**config.mk**
```make
export PLATFORM = sky130hd
export DESIGN_NAME = stack_op_sequencer
export DESIGN_NICKNAME = d
export VERILOG_FILES = /design/src/rtl/stack_op_sequencer.sv
export SDC_FILE = /design/constraint.sdc
export NUM_CORES = 1
export LEC_CHECK = 0
export ABC_AREA = 1
export CELL_PAD_IN_SITES_DETAIL_PLACEMENT = 0
export CELL_PAD_IN_SITES_GLOBAL_PLACEMENT = 2
export CORE_UTILIZATION = 19
export DETAILED_ROUTE_END_ITERATION = 8
export PLACE_DENSITY_LB_ADDON = 0.1
export SETUP_SLACK_MARGIN = 0.1
export SLEW_MARGIN = 15
export SYNTH_ARGS = -nofsm -noshare
export SYNTH_HDL_FRONTEND = slang
export SYNTH_SLANG_ARGS = --single-unit
```
**constraint.sdc**
```tcl
create_clock -name i_Clk -period 1.3 [get_ports i_Clk]
set_input_delay 0.13 -clock i_Clk [delete_from_list [all_inputs] [get_ports i_Clk]]
set_output_delay 0.13 -clock i_Clk [all_outputs]
set_load 0.01 [all_outputs]
```
**src/rtl/stack_op_sequencer.sv**
```systemverilog
// stack_op_sequencer: self-timed POP/PUSH rr microsequencer driven by an internal M-cycle/T-step counter.
// PUSH support is compiled in only when STACK_SEQ_PUSH_EN is defined.
module stack_op_sequencer #(
    parameter int NUM_PAIRS = 4,
    parameter int STEPS     = 4
) (
    input  logic                         i_Clk,
    input  logic                         i_Reset_n,
    input  logic                         i_Start,
    input  logic                         i_Op,
    input  logic [$clog2(NUM_PAIRS)-1:0] i_Pair,
    input  logic                         i_Wait,
    output logic                         o_Busy,
    output logic                         o_Done,
    output logic                         o_IR_Fetch,
    output logic [2*NUM_PAIRS-1:0]       o_Write8,
    output logic [2*NUM_PAIRS-1:0]       o_Read8,
    output logic [1:0]                   o_WriteALU8,
    output logic                         o_Address_Out,
    output logic                         o_Bus_In,
    output logic                         o_Bus_Out,
    output logic                         o_SP_Inc,
    output logic                         o_SP_Dec
);
    localparam int PW = $clog2(NUM_PAIRS);
    localparam int SW = $clog2(STEPS);
    localparam int W8 = 2 * NUM_PAIRS;
    localparam logic [PW:0] NPW = (PW + 1)'(NUM_PAIRS);
`ifdef STACK_SEQ_PUSH_EN
    localparam logic PUSH_OK = 1'b1;
`else
    localparam logic PUSH_OK = 1'b0;
`endif

    typedef enum logic {S_IDLE, S_RUN} state_t;

    state_t          state, state_nx;
    logic            op_q, op_nx;
    logic [PW-1:0]   pair_q, pair_nx;
    logic [1:0]      m_q, m_nx;
    logic [SW-1:0]   step_q, step_nx;
    logic            run, go, s1, sl, last_m, last_step, pop, valid, af, xfer;

    always_ff @(posedge i_Clk or negedge i_Reset_n) begin
        if (!i_Reset_n) begin
            state  <= S_IDLE;
            op_q   <= 1'b0;
            pair_q <= '0;
            m_q    <= '0;
            step_q <= '0;
        end else begin
            state  <= state_nx;
            op_q   <= op_nx;
            pair_q <= pair_nx;
            m_q    <= m_nx;
            step_q <= step_nx;
        end
    end

    assign last_m    = m_q == (op_q ? 2'd3 : 2'd2);
    assign last_step = step_q == SW'(STEPS - 1);

    always_comb begin
        state_nx = state;
        op_nx    = op_q;
        pair_nx  = pair_q;
        m_nx     = m_q;
        step_nx  = step_q;
        if (state == S_IDLE) begin
            if (i_Start && (PUSH_OK || !i_Op)) begin
                state_nx = S_RUN;
                op_nx    = i_Op;
                pair_nx  = i_Pair;
                m_nx     = '0;
                step_nx  = '0;
            end
        end else if (!i_Wait) begin
            step_nx = last_step ? '0 : step_q + SW'(1);
            m_nx    = last_step ? m_q + 2'd1 : m_q;
            if (last_step && last_m) state_nx = S_IDLE;
        end
    end

    // Strobes qualify on ~i_Wait so a stalled step never repeats them.
    assign run   = state == S_RUN;
    assign go    = run & ~i_Wait;
    assign s1    = go & (step_q == SW'(1));
    assign sl    = go & last_step;
    assign pop   = ~op_q;
    assign valid = {1'b0, pair_q} < NPW;
    assign af    = pair_q == PW'(NUM_PAIRS - 1);
    assign xfer  = sl & pop & ~last_m;

    assign o_Busy        = run;
    assign o_IR_Fetch    = run & last_m;
    assign o_Done        = o_IR_Fetch & sl;
    assign o_Address_Out = s1 & ~last_m & (pop | (m_q != 2'd0));
    assign o_SP_Inc      = s1 & pop & ~last_m;
    assign o_Bus_In      = xfer;
    assign o_Write8      = (xfer & valid & ~af) ? W8'(1) << {pair_q, m_q[0]} : '0;
    assign o_WriteALU8   = (xfer & af) ? (m_q[0] ? 2'b10 : 2'b01) : 2'b00;

`ifdef STACK_SEQ_PUSH_EN
    logic push_out;
    assign push_out  = op_q & sl & ((m_q == 2'd1) | (m_q == 2'd2));
    assign o_Bus_Out = push_out;
    assign o_SP_Dec  = op_q & ((s1 & (m_q == 2'd0)) | (sl & (m_q == 2'd1)));
    assign o_Read8   = (push_out & valid) ? W8'(1) << {pair_q, m_q == 2'd1} : '0;
`else
    assign o_Bus_Out = 1'b0;
    assign o_SP_Dec  = 1'b0;
    assign o_Read8   = '0;
`endif
endmodule

```
Word-level counts from Yosys, hierarchy flattened --
Index checks and enable logic that the tools add are counted.
Cells by class: equal/unequal tests 6, shift-type cells 1, muxes and demuxes 15, add/sub/neg operators 2, bitwise logic cells 19, reduce and logical (&&, ||, !) cells 8
Operator list (number):
- 2-bit 2-to-1 mux | 9
- 1-bit bitwise AND | 13
- 8-bit 2-to-1 mux | 1
- 1-bit by 3-bit << shifter with 8-bit output, first input constant | 1
- 1-bit 2-to-1 mux | 5
- 1-bit inverter | 5
- 2-bit by 1-bit adder with 2-bit output, second input constant | 2
- 2-bit == test, second input constant | 2
- 2-bit AND reduction | 2
- 2-bit nonzero test | 2
- 3-bit AND reduction | 1
- 2-bit by 1-bit == test with 1-bit output, second input constant | 1
- 2-bit == test | 1
- 1-bit logical AND | 2
- 2-bit by 1-bit inequality test with 1-bit output, second input constant | 1
- 2-bit inequality test, second input constant | 1
- 1-bit zero test | 1
- 1-bit bitwise OR | 1
Storage, ports and cells: register bits after elaboration 8, output and inout bits 26, input bits 7

Depth between registers and ports, before layout --
depth after elaboration 7, depth in mapped cells 5, depth with buffers taken out 5

Worst setup path before layout --
Ideal clock, no wire load.
path kind reg-to-output, from reg step_q[0], to out o_Write8[0], path slack 0.053 ns, arrival 1.117 ns, stages on the path, launching flop included 6, data required time 1.170 ns, cell sequence dfrtp_1 ha_1 nand3_4 nor2_1 nand3_1 nor2_1
On the way: longest elaborated chain between the ends 6
RTL lines:
- start: declaration | RTL line 41 | logic [SW-1:0] step_q, step_nx;
- start signal: assignment | RTL line 56 | step_q <= step_nx;
- 2-bit == test | RTL line 61 | assign last_step = step_q == SW'(STEPS - 1);
- 1-bit bitwise AND | RTL line 88 | assign sl = go & last_step;
- 1-bit bitwise AND (2 in a row) | RTL line 92 | assign xfer = sl & pop & ~last_m;
- 1-bit bitwise AND | RTL line 100 | assign o_Write8 = (xfer & valid & ~af) ? W8'(1) << {pair_q, m_q[0]} : '0;
- 8-bit 2-to-1 mux | RTL line 100
- end: declaration | RTL line 16 | output logic [2*NUM_PAIRS-1:0] o_Write8,
Every way passes these cells.

Worst setup path after layout --
from reg step_q[0], to out o_WriteALU8[0]
On the way: longest elaborated chain between the ends 6
RTL lines:
- 2-bit == test | RTL line 61
- 1-bit bitwise AND | RTL line 88
- 1-bit bitwise AND (2 in a row) | RTL line 92
- 1-bit bitwise AND | RTL line 101 | assign o_WriteALU8 = (xfer & af) ? (m_q[0] ? 2'b10 : 2'b01) : 2'b00;
- 2-bit 2-to-1 mux | RTL line 101
- end: declaration | RTL line 18 | output logic [1:0] o_WriteALU8,
Every way passes these cells.

==> qor.txt <==
highest routed layer: met3
M1 WL: 588 um
slowest stage delay, CP: 0.39 ns
max-cap violation count: 0
Slew Viols, Final: 0
Final Wtd Congestion: 0.702
first-pass GRT wire length: 2590 um
met2 routed WL: 829 um
TritonCTS Buffers: 3
Buffers & Inverters on Critical Path: 1
critical path endpoint category: primary output
worst reg-to-reg path cell count: 7
final setup margin: -0.197 ns
CTS Hold Bufs: 0
antenna cells: 0
Synth Instances: 86
RSZ-0062 raised after global routing: yes
crit path DAT: 1.37 ns
WP depth: 6
Adder-Cell Fraction of Synth Area: 6.12%
Mapped Avg Cell Area: 7.13 um^2
CTS tree: yes
Leak: 0.523 nW
count of final setup violators: 12
most frequent cells in the layout: buf_4 (18), buf_2 (13), conb_1 (12), inv_1 (11), nand2_1 (9)
VDD IR max: 0.740 mV
Fin Setup TNS: -1.85 ns
# nets final: 138
Detail Route Antenna Nets: 0
FMAX: 668 MHz
Final HPWL DP: 1200 um
outcome: finished, violations left
ratio of cells with drive above 1 in the final layout: 53.2%
Synth Area in Compound Gates: 5.10%
Max clock buf depth: 2
Synth Warn #: 0
Initial DRT Pass Iterations: 2
clock skew: 0.000330 ns
Die Area: 3460 um^2
Routed WL: 1500 um
Chip Height: 58.8 um
min Tclk post-route: 1.50 ns
Setup WS pre-CTS: -0.487 ns
CP Max Fanout: 3
# rows: 20
CTS root buf: clkbuf_4
power per cell area: 1690 nW/um^2
violated checks: negative setup slack
CP Cell Sequence: ha_4, nand3_4, nor2_4, nand3_2, nor2_2, buf_2
drt drc: 0
main combinational cell family by area after synthesis: simple AND/OR/NAND/NOR gates
r2r startpoint: o_Busy
R2R setup slack: 0 ns
number of global-route vias before repair: 601
initial antenna violation count: 0
1st-iter DRT viols: 2
DR WL met3: 84 um
mapped cell area: 613 um^2
Yosys reg bits: 8
Synth Area in Simple Gates: 32.2%
CP Class: reg -> out
post-layout util: 34.1%
slowest stage cell on the critical path: dfrtp_1
clk sinks: 8
area grow syn2layout: 69.8%
XOR/XNOR Fraction of Synth Area: 0%
Core ar.: 3050 um^2
total power: 0.00176 W
global route overflow: 0
post-synthesis mux area share: 0%
routed len/inst: 8.83 um
distinct cell type count after synthesis: 15
largest net degree at the start of global routing: 9
worst hold path type: in -> async
worst skew pair latency: 0.25 ns
Die W: 58.8 um
DP Area: 947 um^2
Final Instance Area: 1040 um^2
delay-heaviest family, CP: simple AND/OR/NAND/NOR gates
All-Layer GR Usage: 9.82%
worst reg2reg endpoint: pair_q[1]
Final period util: 115%
Worst Path Required: 1.17 ns
Initial Utilization: 20.1%
# IOs: 33
most common cell after layout, fill and taps aside: buf_4
IO buf count: 20
Max H-tree Level: 1
Startpoint Class: register
DR vias/cell: 3.76
Final Hold Viols: 0
sequential fraction of the synthesis area: 32.7%
Vias: 640
CTS clk-pin slew, worst paths: 0.05 ns
## cells by family after synthesis
logic type / count (synthesis)
AOI/OAI and AO/OA: 6
adders and majority gates: 3
buffers and inverters: 26
DFF: 8
other: 1
and+or+nand+nor: 42
## metal layers
metal	GRT usage, %	vias to the layer above
met5	0	-
met4	1.02	0
met3	3.30	0
met2	18.0	16
met1	11.3	298
li1	-	326
## worst max path at each step
stage | start | end | slack (ns)
detailed placement | i_Wait | o_Write8[1] | -0.49
global route | step_q[0] | o_Write8[1] | -0.30
floorplan | step_q[0] | o_Write8[0] | 0.11
CTS | step_q[1] | o_Write8[1] | -0.25
global placement | i_Wait | o_Write8[1] | -0.47
finish | step_q[0] | o_WriteALU8[0] | -0.20
## timing repair
action / in CTS / in global routing
buffers inserted: 2 / 1
setup endpoints to repair: 19 / 21
pin swaps: 5 / 5
resized for setup: 69 / 17
## area by class of cell
type                       instances  area [um^2]
fill                             360         2010
multi-input combinational         63          438
timing repair buffer              38          272
sequential                         8          201
tap                               44         55.1
inverter                          14         52.6
clock buffer                       3         22.5
## power by group
group	leakage [nW]	internal, W	total, W	switching [W]
clock network	0.0138	0.000106	0.000188	0.0000826
logic	0.417	0.000552	0.00111	0.000560
registers	0.0917	0.000352	0.000463	0.000110
## synthesized netlist by cell type (all sizes together)
| library cell | number | share of area [%] |
|---|---|---|
| a21oi | 4 | 3.3 |
| buf | 12 | 15 |
| conb | 1 | 0.61 |
| dfrtp | 8 | 33 |
| ha | 3 | 6.1 |
| inv | 14 | 8.6 |
| nand2 | 13 | 8.0 |
| nand3 | 10 | 12 |
| nor2 | 16 | 9.8 |
| nor3 | 2 | 1.6 |
| o21ai | 1 | 0.82 |
| o22ai | 1 | 1.0 |
| or2 | 1 | 1.0 |
## flip-flops by register name (all words and copies together), names as in the netlist
name and flops:
o_Busy 1, m_q 2, pair_q 2, op_q 1, step_q 2
## stage by stage
step / std cells / hold WS (ns)
after floorplan: 97 / -0.166
after global placement: 164 / 0.464
after detailed placement: 164 / 0.443
after CTS: 169 / 0.163
after global routing: 170 / 0.191
final: 170 / 0.165
## worst register-to-register path: cells and delay by family, from the launching register on
family / cells / cell delay [ns]
flops: 1 / 0.41
buf+inv: 4 / 0.43
compound gates: 1 / 0.05
simple gates: 2 / 0.30
(Power assumes the default switching activity.)
